### src/rtl/tron_engine_if.sv
// tron_engine_if: player controls in, VGA pixel write and game status out.
// master = engine side, slave = host/board side.
`timescale 1ns/1ps
interface tron_engine_if #(
  parameter int NUM_PLAYERS = 2,
  parameter int X_W         = 8,
  parameter int Y_W         = 7
);
  logic                   start;
  logic [NUM_PLAYERS-1:0] turn_left;
  logic [NUM_PLAYERS-1:0] turn_right;
  logic [X_W-1:0]         x;
  logic [Y_W-1:0]         y;
  logic [2:0]             colour;
  logic                   plot;
  logic [NUM_PLAYERS-1:0] alive;
  logic                   game_over;
  logic [1:0]             winner;
  logic                   winner_valid;
  logic [15:0]            step_count;

  modport master (
    input  start, turn_left, turn_right,
    output x, y, colour, plot, alive, game_over, winner, winner_valid, step_count
  );

  modport slave (
    output start, turn_left, turn_right,
    input  x, y, colour, plot, alive, game_over, winner, winner_valid, step_count
  );
endinterface

### src/rtl/tron_engine.sv
// tron_engine: light-cycle movement/collision engine for 1..4 players.
// Optional macro TRON_WALL_WRAP_EN: grid edges wrap instead of killing.
//
// state | meaning
// IDLE  | after reset, waiting for start
// INIT  | start positions loaded, plotting one start pixel per cycle
// WAIT  | step tick down-counter running
// MOVE  | apply pending turns, compute next cells
// CHECK | resolve wall / same-cell / swap deaths
// DRAW  | one slot per player, plot survivors
// OVER  | game finished, winner reported, start begins a new game
`timescale 1ns/1ps
module tron_engine #(
  parameter int NUM_PLAYERS = 2,
  parameter int X_W         = 8,
  parameter int Y_W         = 7,
  parameter int GRID_W      = 160,
  parameter int GRID_H      = 120,
  parameter int STEP_DIV    = 2500000
) (
  input logic          clk,
  input logic          reset,
  tron_engine_if.master bus
);

  typedef enum logic [2:0] {
    ST_IDLE, ST_INIT, ST_WAIT, ST_MOVE, ST_CHECK, ST_DRAW, ST_OVER
  } state_t;

  localparam int TW = $clog2(STEP_DIV);
  localparam int SW = (NUM_PLAYERS > 1) ? $clog2(NUM_PLAYERS) : 1;
  // two spare bits: one for the sign on underflow, one so GRID_W itself fits
  localparam int XE = X_W + 2;
  localparam int YE = Y_W + 2;
  localparam logic [TW-1:0] TICK_LOAD = TW'(STEP_DIV - 1);
  localparam logic [SW-1:0] SLOT_LAST = SW'(NUM_PLAYERS - 1);
  localparam logic [XE-1:0] GW_E      = XE'(GRID_W);
  localparam logic [YE-1:0] GH_E      = YE'(GRID_H);

  state_t                 state, state_nx;
  logic [TW-1:0]          tick;
  logic [SW-1:0]          slot;
  logic [X_W-1:0]         px [NUM_PLAYERS];
  logic [Y_W-1:0]         py [NUM_PLAYERS];
  logic [1:0]             dir [NUM_PLAYERS];
  logic [XE-1:0]          nx_r [NUM_PLAYERS];
  logic [YE-1:0]          ny_r [NUM_PLAYERS];
  logic [NUM_PLAYERS-1:0] oob_r;
  logic [XE-1:0]          mv_x [NUM_PLAYERS];
  logic [YE-1:0]          mv_y [NUM_PLAYERS];
  logic [1:0]             mv_dir [NUM_PLAYERS];
  logic [NUM_PLAYERS-1:0] mv_oob;
  logic [NUM_PLAYERS-1:0] alive, die;
  logic [NUM_PLAYERS-1:0] prev_l, prev_r, pend_l, pend_r;
  logic [15:0]            step_count;
  logic [1:0]             winner;
  logic                   winner_valid;
  logic [2:0]             alive_cnt;
  logic [1:0]             alive_idx;
  logic                   game_end;

  function automatic logic [X_W-1:0] start_x(int i);
    return X_W'((GRID_W * (i + 1)) / (NUM_PLAYERS + 1));
  endfunction

  function automatic logic [2:0] player_colour(int i);
    case (i)
      0:       return 3'b100;
      1:       return 3'b001;
      2:       return 3'b010;
      default: return 3'b110;
    endcase
  endfunction

  // turn resolution and one-cell advance for every player
  always_comb begin
    mv_oob = '0;
    for (int i = 0; i < NUM_PLAYERS; i++) begin
      mv_dir[i] = dir[i];
      if (pend_r[i] && !pend_l[i])      mv_dir[i] = dir[i] + 2'd1;
      else if (pend_l[i] && !pend_r[i]) mv_dir[i] = dir[i] - 2'd1;
      mv_x[i] = {2'b00, px[i]};
      mv_y[i] = {2'b00, py[i]};
      case (mv_dir[i])
        2'd0:    mv_x[i] = mv_x[i] + XE'(1);
        2'd1:    mv_y[i] = mv_y[i] + YE'(1);
        2'd2:    mv_x[i] = mv_x[i] - XE'(1);
        default: mv_y[i] = mv_y[i] - YE'(1);
      endcase
      // MSB set means the step went below zero
      mv_oob[i] = mv_x[i][XE-1] || (mv_x[i] >= GW_E) ||
                  mv_y[i][YE-1] || (mv_y[i] >= GH_E);
`ifdef TRON_WALL_WRAP_EN
      if (mv_x[i][XE-1])       mv_x[i] = GW_E - XE'(1);
      else if (mv_x[i] >= GW_E) mv_x[i] = '0;
      if (mv_y[i][YE-1])       mv_y[i] = GH_E - YE'(1);
      else if (mv_y[i] >= GH_E) mv_y[i] = '0;
      mv_oob[i] = 1'b0;
`endif
    end
  end

  // simultaneous death resolution among players alive before this step
  always_comb begin
    die = '0;
    for (int i = 0; i < NUM_PLAYERS; i++) begin
      if (alive[i] && oob_r[i]) die[i] = 1'b1;
      for (int j = 0; j < NUM_PLAYERS; j++) begin
        if (j != i && alive[i] && alive[j]) begin
          if (nx_r[i] == nx_r[j] && ny_r[i] == ny_r[j]) die[i] = 1'b1;
          if (nx_r[i] == {2'b00, px[j]} && ny_r[i] == {2'b00, py[j]} &&
              nx_r[j] == {2'b00, px[i]} && ny_r[j] == {2'b00, py[i]})
            die[i] = 1'b1;
        end
      end
    end
  end

  // survivor count and index of the last survivor found
  always_comb begin
    alive_cnt = '0;
    alive_idx = '0;
    for (int i = 0; i < NUM_PLAYERS; i++) begin
      if (alive[i]) begin
        alive_cnt = alive_cnt + 3'd1;
        alive_idx = 2'(i);
      end
    end
    game_end = (NUM_PLAYERS == 1) ? (alive_cnt == 3'd0) : (alive_cnt <= 3'd1);
  end

  // next-state logic
  always_comb begin
    state_nx = state;
    case (state)
      ST_IDLE:  if (bus.start) state_nx = ST_INIT;
      ST_INIT:  if (slot == SLOT_LAST) state_nx = ST_WAIT;
      ST_WAIT:  if (tick == '0) state_nx = ST_MOVE;
      ST_MOVE:  state_nx = ST_CHECK;
      ST_CHECK: state_nx = ST_DRAW;
      ST_DRAW:  if (slot == SLOT_LAST) state_nx = game_end ? ST_OVER : ST_WAIT;
      ST_OVER:  if (bus.start) state_nx = ST_INIT;
      default:  state_nx = ST_IDLE;
    endcase
  end

  // pixel write decode; combinational so reset removes plot immediately
  always_comb begin
    bus.x      = '0;
    bus.y      = '0;
    bus.colour = '0;
    bus.plot   = 1'b0;
    if (state == ST_INIT || state == ST_DRAW) begin
      bus.x      = px[slot];
      bus.y      = py[slot];
      bus.colour = player_colour(int'(slot));
      bus.plot   = (state == ST_INIT) || alive[slot];
    end
  end

  assign bus.alive        = alive;
  assign bus.game_over    = (state == ST_OVER);
  assign bus.winner       = winner;
  assign bus.winner_valid = winner_valid;
  assign bus.step_count   = step_count;

  // state register
  always_ff @(posedge clk or negedge reset) begin
    if (!reset) state <= ST_IDLE;
    else        state <= state_nx;
  end

  // step tick down-counter, reloaded whenever not waiting
  always_ff @(posedge clk or negedge reset) begin
    if (!reset)                tick <= '0;
    else if (state != ST_WAIT) tick <= TICK_LOAD;
    else if (tick == '0)       tick <= TICK_LOAD;
    else                       tick <= tick - TW'(1);
  end

  // rising-edge turn capture, consumed by MOVE
  always_ff @(posedge clk or negedge reset) begin
    if (!reset) begin
      prev_l <= '0;
      prev_r <= '0;
      pend_l <= '0;
      pend_r <= '0;
    end else begin
      prev_l <= bus.turn_left;
      prev_r <= bus.turn_right;
      pend_l <= (state == ST_MOVE) ? '0 : (pend_l | (bus.turn_left & ~prev_l));
      pend_r <= (state == ST_MOVE) ? '0 : (pend_r | (bus.turn_right & ~prev_r));
    end
  end

  // player positions, alive mask, step counter and result
  always_ff @(posedge clk or negedge reset) begin
    if (!reset) begin
      for (int i = 0; i < NUM_PLAYERS; i++) begin
        px[i]   <= '0;
        py[i]   <= '0;
        dir[i]  <= '0;
        nx_r[i] <= '0;
        ny_r[i] <= '0;
      end
      oob_r        <= '0;
      alive        <= '0;
      slot         <= '0;
      step_count   <= '0;
      winner       <= '0;
      winner_valid <= 1'b0;
    end else begin
      case (state)
        ST_IDLE, ST_OVER: begin
          if (bus.start) begin
            for (int i = 0; i < NUM_PLAYERS; i++) begin
              px[i]  <= start_x(i);
              py[i]  <= Y_W'(GRID_H / 2);
              dir[i] <= (i % 2 == 0) ? 2'd0 : 2'd2;
            end
            alive        <= '1;
            slot         <= '0;
            step_count   <= '0;
            winner       <= '0;
            winner_valid <= 1'b0;
          end
        end
        ST_INIT, ST_DRAW: begin
          slot <= (slot == SLOT_LAST) ? '0 : slot + SW'(1);
          if (state == ST_DRAW && slot == SLOT_LAST && game_end) begin
            winner       <= (alive_cnt == 3'd1) ? alive_idx : 2'd0;
            winner_valid <= (alive_cnt == 3'd1);
          end
        end
        ST_MOVE: begin
          for (int i = 0; i < NUM_PLAYERS; i++) begin
            if (alive[i]) begin
              nx_r[i]  <= mv_x[i];
              ny_r[i]  <= mv_y[i];
              oob_r[i] <= mv_oob[i];
              dir[i]   <= mv_dir[i];
            end
          end
          if (step_count != 16'hFFFF) step_count <= step_count + 16'd1;
        end
        ST_CHECK: begin
          alive <= alive & ~die;
          for (int i = 0; i < NUM_PLAYERS; i++) begin
            if (alive[i] && !die[i]) begin
              px[i] <= nx_r[i][X_W-1:0];
              py[i] <= ny_r[i][Y_W-1:0];
            end
          end
          slot <= '0;
        end
        default: ;
      endcase
    end
  end

endmodule

### src/flat_wrapper.sv
// flat-port wrapper written by rule: the top's interface ports become plain ports
module tron_engine_flat 
#(
  parameter int NUM_PLAYERS = 2,
  parameter int X_W         = 8,
  parameter int Y_W         = 7,
  parameter int GRID_W      = 160,
  parameter int GRID_H      = 120,
  parameter int STEP_DIV    = 2500000
)
  (clk, reset, bus_start, bus_turn_left, bus_turn_right, bus_x, bus_y, bus_colour, bus_plot, bus_alive, bus_game_over, bus_winner, bus_winner_valid, bus_step_count);
  tron_engine_if #(.NUM_PLAYERS(NUM_PLAYERS), .X_W(X_W), .Y_W(Y_W)) bus_i ();
  input logic clk;
  input logic reset;
  input wire logic [$bits(bus_i.start)-1:0] bus_start;
  input wire logic [$bits(bus_i.turn_left)-1:0] bus_turn_left;
  input wire logic [$bits(bus_i.turn_right)-1:0] bus_turn_right;
  output wire logic [$bits(bus_i.x)-1:0] bus_x;
  output wire logic [$bits(bus_i.y)-1:0] bus_y;
  output wire logic [$bits(bus_i.colour)-1:0] bus_colour;
  output wire logic [$bits(bus_i.plot)-1:0] bus_plot;
  output wire logic [$bits(bus_i.alive)-1:0] bus_alive;
  output wire logic [$bits(bus_i.game_over)-1:0] bus_game_over;
  output wire logic [$bits(bus_i.winner)-1:0] bus_winner;
  output wire logic [$bits(bus_i.winner_valid)-1:0] bus_winner_valid;
  output wire logic [$bits(bus_i.step_count)-1:0] bus_step_count;
  assign bus_i.start = bus_start;
  assign bus_i.turn_left = bus_turn_left;
  assign bus_i.turn_right = bus_turn_right;
  assign bus_x = bus_i.x;
  assign bus_y = bus_i.y;
  assign bus_colour = bus_i.colour;
  assign bus_plot = bus_i.plot;
  assign bus_alive = bus_i.alive;
  assign bus_game_over = bus_i.game_over;
  assign bus_winner = bus_i.winner;
  assign bus_winner_valid = bus_i.winner_valid;
  assign bus_step_count = bus_i.step_count;
  tron_engine #(.NUM_PLAYERS(NUM_PLAYERS), .X_W(X_W), .Y_W(Y_W), .GRID_W(GRID_W), .GRID_H(GRID_H), .STEP_DIV(STEP_DIV)) u_core (.clk(clk), .reset(reset), .bus(bus_i));
endmodule
### config.mk
export PLATFORM = sky130hd
export DESIGN_NAME = tron_engine_flat
export DESIGN_NICKNAME = d
export VERILOG_FILES = /design/src/rtl/tron_engine_if.sv /design/src/rtl/tron_engine.sv /design/src/flat_wrapper.sv
export SDC_FILE = /design/constraint.sdc
export NUM_CORES = 1
export LEC_CHECK = 0
export CORE_UTILIZATION = 62
export CTS_BUF_LIST = sky130_fd_sc_hd__clkbuf_4
export DETAILED_ROUTE_END_ITERATION = 7
export PLACE_DENSITY = 0.81
export SYNTH_ARGS = -nofsm -noshare
export SYNTH_HDL_FRONTEND = slang
export SYNTH_SLANG_ARGS = --single-unit
### constraint.sdc
create_clock -name clk -period 2.55 [get_ports clk]
set_input_delay 0.6375 -clock clk [delete_from_list [all_inputs] [get_ports clk]]
set_output_delay 0.6375 -clock clk [all_outputs]
set_load 0.05 [all_outputs]
==> out/summary.json, run 1 <==
{
  "regToRegEndpoint": "u_core.py[1]",
  "synth_enable_flop_cells": 0,
  "grt_use_met1_pct": 42.73,
  "final_design_area_no_fill_um2": 9360,
  "design.die.area_um2": 13050,
  "hold_path.class": "input port to asynchronous set/reset pin",
  "grt_pass1_wl_um": 33190,
  "worst_slew_margin_rel_pct": 45.02,
  "setup_ws_ps": 23.67,
  "initial_utilization_pct": 64.20,
  "clock_insertion_delay_worst_skew_ps": 570,
  "r2r_start": "u_core.ny_r[11]",
  "power.internal_mw": 5.754,
  "warning_count_from_the_yosys_run": 0,
  "pwr_density_cell_nw_per_um2": 1147,
  "async_flop_share_pct": 100.0,
  "cts.root.buffer_cell": "sky130_fd_sc_hd__clkbuf_4",
  "cts_max_level": 4,
  "power.net_switching_mw": 4.980,
  "ratio_of_cells_with_drive_above_1_in_the_final_layout_pct": 18.34,
  "globalRouteMet3Util_pct": 6.511,
  "switching_share_pct": 46.39,
  "place_inst": 1110,
  "drt-pass1-iter-count": 6,
  "mappedNetlistArea_um2": 7807,
  "tritoncts_clock_tree": "yes",
  "yosys.cell_types.count": 69,
  "seq_cells_post_synth": 128,
  "antenna_violating_nets_post_route": 0,
  "cellLeakagePower_nw": 3.799,
  "ctsLongestPathBuffers": 2,
  "globalRouteMet2Util_pct": 54.22,
  "io_pins": 48,
  "clkTransAtPathRegs_ps": 120,
  "globalRoute.totalOverflow": 0,
  "largest_net_degree_at_the_start_of_global_routing": 129,
  "power_frac_clock_pct": 12.6,
  "antenna_found_initial": 1,
  "die_h_um": 114.2,
  "route.detailed.vias_per_inst": 5.952,
  "first_global_vias": 6757,
  "rrSetupSlack_ps": 20,
  "detailedPlacementHpwl_um": 14610,
  "numCtsBuffers": 17,
  "timing.final.max_slew_violations": 0,
  "routed_wire_length_per_instance_um": 17.59,
  "fin_hold_ws_ps": 120.1,
  "floorplan.rows": 40,
  "area.growth.synth_to_final_pct": 19.89,
  "timing.fmax_mhz": 395.8,
  "setup.worst_path.end_class": "flip-flop",
  "worst_pin_slew_ps": 822.1,
  "worst_clock_skew_ps": 29.38,
  "drt-total-wl_um": 20140,
  "part_of_the_yosys_area_used_for_sequential_elements_pct": 41.03,
  "most_common_cell_after_layout_fill_and_taps_aside": "sky130_fd_sc_hd__dfrtp_1",
  "num-fill-cells": 823,
  "globalRoute.busiestLayer": "met2",
  "cts_num_sinks": 128,
  "required_ps": 2990,
  "timing_hold_violations_final": 0,
  "synth-main-ff-cell": "sky130_fd_sc_hd__dfrtp_1",
  "core_util_final_pct": 76.96,
  "routabilityCongestion": 0.9616,
  "post_synth_main_area_contributors": "sky130_fd_sc_hd__dfrtp_1 41%, sky130_fd_sc_hd__xnor2_1 10%, sky130_fd_sc_hd__mux2i_1 4.9%",
  "synth_area_per_cell_um2": 8.882,
  "regArea_um2": 3204,
  "die_x_um": 114.2,
  "number_of_standard_cells_in_the_layout_taps_in_and_fillers_out": 1145,
  "remaining_drc_errors": 0,
  "design.final.nets": 983,
  "r2r.worst_path.cells": 9,
  "post_cts_hold_buffer_count": 0,
  "status": "finished clean",
  "most-common-layout-cells": "127 x sky130_fd_sc_hd__dfrtp_1, 100 x sky130_fd_sc_hd__nand2_1, 90 x sky130_fd_sc_hd__xnor2_1, 89 x sky130_fd_sc_hd__nor2_1, 71 x sky130_fd_sc_hd__buf_4",
  "placement.setup.worst_slack_ps": -165.8,
  "irDropWorstVdd_uv": 713.3,
  "synth_cells": 879,
  "max_cap_viol_count": 0,
  "initialDrtViolationCount": 561,
  "combPwrFrac_pct": 57.9,
  "synth_top_cell_by_area": "sky130_fd_sc_hd__dfrtp_1",
  "timing.critical_path.arrival_ps": 2970,
  "core_region_area_um2": 12160,
  "multi_input_area_um2": 4307,
  "path_class": "flip-flop to flip-flop",
  "routed-via-count": 6815,
  "period_needed_ps": 2526,
  "share_seq_of_total_power_pct": 29.4,
  "dpl-instance-area_um2": 8990,
  "worst-path-max-fanout": 15,
  "synthDominantCellAreaShare_pct": 41.03,
  "setup_viol": 0,
  "fin_crit_sh_pct": 99.07,
  "grt.total_usage_pct": 33.37,
  "numPortBuffers": 45,
  "setup.worst_path.start_class": "flip-flop"
}
power groups by stage:
| stage | sequential [mW] | clock [mW] | combinational [mW] |
|---|---|---|---|
| 2_1_floorplan | 3.05 | 0 | 3.76 |
| 3_3_place_gp | 3.11 | 0 | 5.82 |
| 3_5_place_dp | 3.15 | 0 | 6.02 |
| 4_1_cts | 3.12 | 1.38 | 6.11 |
| 5_1_grt | 3.20 | 1.46 | 6.66 |
| 6_report | 3.16 | 1.36 | 6.22 |
worst max-delay path by stage:
stage	from	end	slack, ps	cells past startpoint
final	u_core.ny_r[11]	u_core.py[1]	20	9
after global routing	u_core.ny_r[11]	u_core.py[1]	-40	9
after CTS	u_core.bus.step_count[7]	bus_step_count[7]	7	1
after detailed placement	bus_start	u_core.bus.step_count[9]	-170	9
after global placement	bus_start	u_core.bus.step_count[9]	-160	9
after floorplan	u_core.state[1]	bus_x[4]	20	5
critical path, cell delays in order, from the launching register on:
cell	delay [ps]
sky130_fd_sc_hd__dfrtp_1	450
sky130_fd_sc_hd__xnor2_1	290
sky130_fd_sc_hd__nand4_1	180
sky130_fd_sc_hd__nor4_2	350
sky130_fd_sc_hd__nand2_1	140
sky130_fd_sc_hd__a21boi_2	260
sky130_fd_sc_hd__buf_4	180
sky130_fd_sc_hd__nor3_2	40
sky130_fd_sc_hd__buf_4	230
sky130_fd_sc_hd__mux2_2	300
state kept, by name (all words and copies together) (netlist names), 3 cells and up:
register	cells
u_core.tick	22
u_core.px	16
u_core.state	3
u_core.bus.step_count	16
u_core.dir	4
u_core.ny_r	18
u_core.py	14
u_core.nx_r	20
final cells by class:
cell class	instances	area share, %
diodes	1	0.02673
clock inverters	15	1.537
repair buffers	117	12.86
inverters	43	1.724
multi-input cells	656	46.01
clock buffers	17	1.363
well taps	168	2.246
flip-flops and latches	128	34.23
layer usage:
layer | up-vias | part of all wire (%)
met5 | - | 0
met1 | 3269 | 40
li1 | 3153 | -
met3 | 66 | 8.3
met4 | 0 | 3.5
met2 | 327 | 48
synthesized netlist by cell type (7+ instances only):
| cell | instances |
|---|---|
| sky130_fd_sc_hd__nand3_1 | 26 |
| sky130_fd_sc_hd__nor2_2 | 9 |
| sky130_fd_sc_hd__clkbuf_1 | 40 |
| sky130_fd_sc_hd__xor2_1 | 26 |
| sky130_fd_sc_hd__nor4_1 | 18 |
| sky130_fd_sc_hd__nand2_1 | 100 |
| sky130_fd_sc_hd__dfrtp_1 | 128 |
| sky130_fd_sc_hd__and3_1 | 8 |
| sky130_fd_sc_hd__ha_1 | 13 |
| sky130_fd_sc_hd__xnor2_1 | 90 |
| sky130_fd_sc_hd__inv_1 | 43 |
| sky130_fd_sc_hd__mux2_2 | 12 |
| sky130_fd_sc_hd__nor2_1 | 99 |
| sky130_fd_sc_hd__nand4_1 | 19 |
| sky130_fd_sc_hd__nor3_1 | 18 |
| sky130_fd_sc_hd__mux2i_1 | 38 |
| sky130_fd_sc_hd__a21oi_1 | 25 |
| sky130_fd_sc_hd__buf_2 | 7 |
| sky130_fd_sc_hd__o21ai_0 | 56 |
cell families after synthesis:
family / synth area share [%]
other: 0.04803
AO/OA/AOI/OAI: 9.472
flip-flops: 41.03
buffers and inverters: 4.920
multiplexers: 6.603
adder cells (fa/ha/maj): 2.083
XOR/XNOR: 13.30
AND/OR/NAND/NOR: 22.55
timing repair:
item / in CTS / in global routing
endpoints found under the hold margin: 0 / 0
gates resized for setup: 16 / 9
gates cloned: 0 / 0
pin swaps: 0 / 1
setup endpoints to repair: 27 / 31
buffers inserted: 0 / 2
metrics by stage:
step	power, mW	setup TNS, ps
4_1_cts	10.61	0
6_report	10.73	0
3_5_place_dp	9.177	-1778
3_3_place_gp	8.930	-1147
5_1_grt	11.33	-268.7
2_1_floorplan	6.805	0
(Power assumes the default switching activity.)
==> run 2, diff against run 1 <==
--- a/config.mk
+++ b/config.mk
@@ -12,3 +12,4 @@
 export SYNTH_ARGS = -nofsm -noshare
 export SYNTH_HDL_FRONTEND = slang
 export SYNTH_SLANG_ARGS = --single-unit
+export TNS_END_PERCENT = 30
==> run 2 against run 1 <==
Compared with the run above: clock skew down 9.2 ps; die area did not move; cell count down 0.17%; sequential share of layout area grew 0.078 points; largest cell class unchanged; total power down 0.22%; hold slack improved by 27 ps; sequential power is essentially flat; sequential cell count unchanged.
==> out/summary.json, run 2 (synthesis gave the netlist of run 1 again) <==
{
  "design.final.nets": 981,
  "critPathTopFamily": "simple AND/OR/NAND/NOR gates",
  "route.detailed.vias_per_inst": 5.980,
  "detailedPlacementHpwl_um": 14610,
  "r2r.worst_path.cells": 9,
  "fin_crit_sh_pct": 99.52,
  "first_global_vias": 6757,
  "irDropWorstVdd_uv": 713.9,
  "clock_insertion_delay_worst_skew_ps": 570,
  "number_of_standard_cells_in_the_layout_taps_in_and_fillers_out": 1143,
  "timing.final.max_slew_violations": 0,
  "path_class": "flip-flop to flip-flop",
  "tritoncts_clock_tree": "yes",
  "dr_top_layer": "met4",
  "ctsLongestPathBuffers": 2,
  "setup_fix_bufs_post_cts": 0,
  "required_ps": 3000,
  "routed_wire_length_per_instance_um": 17.62,
  "setup.worst_path.start_class": "flip-flop",
  "antenna_violating_nets_post_route": 0,
  "timing.critical_path.slowest_stage_cell": "sky130_fd_sc_hd__dfrtp_1",
  "die_h_um": 114.2,
  "io_pins": 48,
  "design.die.area_um2": 13050,
  "setup.worst_path.end_class": "flip-flop",
  "cellLeakagePower_nw": 3.788,
  "floorplan.rows": 40,
  "cts_max_level": 4,
  "drt-pass1-iter-count": 6,
  "design_power_total_mw": 10.71,
  "globalRoute.totalOverflow": 0,
  "timing_hold_violations_final": 0,
  "initialDrtViolationCount": 581,
  "setup_viol": 0,
  "pwr_density_cell_nw_per_um2": 1147,
  "met3WireLength_um": 1523,
  "cts_num_sinks": 128,
  "most-common-layout-cells": "127 x sky130_fd_sc_hd__dfrtp_1, 100 x sky130_fd_sc_hd__nand2_1, 90 x sky130_fd_sc_hd__xnor2_1, 89 x sky130_fd_sc_hd__nor2_1, 69 x sky130_fd_sc_hd__buf_4",
  "initial_utilization_pct": 64.20,
  "timing.fmax_mhz": 394.1,
  "worst_clock_skew_ps": 20.23,
  "timing.critical_path.cells": "nor4_1 -> nand4_1 -> nor4_1 -> nand2_1 -> a21boi_2 -> buf_4 -> nor3_2 -> buf_4 -> mux2_2",
  "wl_on_met1_um": 8127,
  "routabilityCongestion": 0.9616,
  "die_x_um": 114.2,
  "status": "finished clean",
  "worst-path-max-fanout": 15,
  "largest_net_degree_at_the_start_of_global_routing": 129,
  "crit_path_start": "u_core.nx_r[19]",
  "critical_path_cell_count": 9,
  "numCtsBuffers": 17,
  "worst_slew_margin_rel_pct": 46.04,
  "register_bank_with_the_most_flops": "u_core.tick",
  "period_needed_ps": 2538,
  "worst_pin_slew_ps": 806.9,
  "drt-total-wl_um": 20140,
  "grt_pass1_wl_um": 33190,
  "area.growth.synth_to_final_pct": 19.62,
  "remaining_drc_errors": 0,
  "largest_register_ffs": 22,
  "cts.root.buffer_cell": "sky130_fd_sc_hd__clkbuf_4",
  "timing.critical_path.arrival_ps": 2990,
  "max_cap_viol_count": 0,
  "reg_top3": "u_core.tick x22, u_core.nx_r x20, u_core.ny_r x18",
  "most_common_cell_after_layout_fill_and_taps_aside": "sky130_fd_sc_hd__dfrtp_1",
  "routed-via-count": 6835,
  "antenna_found_initial": 1,
  "grt_setup_unrepaired": "yes",
  "r2r_start": "u_core.nx_r[19]",
  "numPortBuffers": 45,
  "post_cts_hold_buffer_count": 0,
  "grt.total_usage_pct": 33.37,
  "ratio_of_cells_with_drive_above_1_in_the_final_layout_pct": 18.17,
  "place_inst": 1110,
  "crit_path_buffers_inverters": 2,
  "routed-wl-met2_um": 9659,
  "hold_path.class": "input port to asynchronous set/reset pin",
  "critical-path-max-stage-delay_ps": 460,
  "clkTransAtPathRegs_ps": 120,
  "core_region_area_um2": 12160
}
run 2: cell types whose count changed in the layout (fill, tap and decap cells not counted), sizes merged:
| cell | before | now |
|---|---|---|
| buf | 92 | 90 |
run 2: worst paths after layout:
path / slack, ps / end
worst max-delay path: 10 / u_core.py[1]
worst min-delay path: 150 / u_core.tick[11]
worst max register to register: 10 / u_core.py[1]
worst min register to register: 460 / u_core.tick[0]
max in group asynchronous: 1870 / u_core.ny_r[9]
min in group clk: 460 / u_core.tick[0]
run 2: what timing repair did:
item / CTS / global route
pin swaps: 0 / 0
resized for setup: 16 / 8
setup endpoints to repair: 27 / 31
run 2: metrics by stage:
stage / hold slack [ps] / setup TNS (ps) / worst slack, ps / utilization [%] / cell area (µm²)
2_1_floorplan: 341.9 / 0 / 21.67 / - / 7811
3_3_place_gp: 435.5 / -1147 / -161.6 / 73.92 / 8990
3_5_place_dp: 447.0 / -1778 / -165.8 / 73.92 / 8990
4_1_cts: 170.4 / 0 / 7.445 / 76.50 / 9304
5_1_grt: 179.3 / -216.4 / -39.71 / 76.79 / 9339
6_report: 147.3 / 0 / 12.25 / 76.79 / 9339
run 2: worst reg2reg max path, cell delays in order (launching register included):
cell and delay (ps):
sky130_fd_sc_hd__dfrtp_1 460, sky130_fd_sc_hd__nor4_1 330, sky130_fd_sc_hd__nand4_1 130, sky130_fd_sc_hd__nor4_1 350, sky130_fd_sc_hd__nand2_1 140, sky130_fd_sc_hd__a21boi_2 250
sky130_fd_sc_hd__buf_4 180, sky130_fd_sc_hd__nor3_2 40, sky130_fd_sc_hd__buf_4 230, sky130_fd_sc_hd__mux2_2 310
run 2: layout make-up:
class	count	area (µm²)
Timing Repair Buffer	115	1189
Fill cell	820	2823
Antenna cell	1	2.502
Tap cell	168	210.2
Clock inverter	15	143.9
Sequential cell	128	3204
Multi-Input combinational cell	656	4300
Clock buffer	17	127.6
Inverter	43	161.4
run 2: layer usage:
metal	vias up	GRT usage [%]
met3	85	6.511
met2	323	54.22
met4	0	16.88
li1	3149	-
met5	-	0
met1	3278	42.73
run 2: power breakdown:
group	internal, mW	switching [mW]
sequential	2.50	0.662
combinational	2.69	3.52
clock	0.570	0.782
total	5.75	4.96
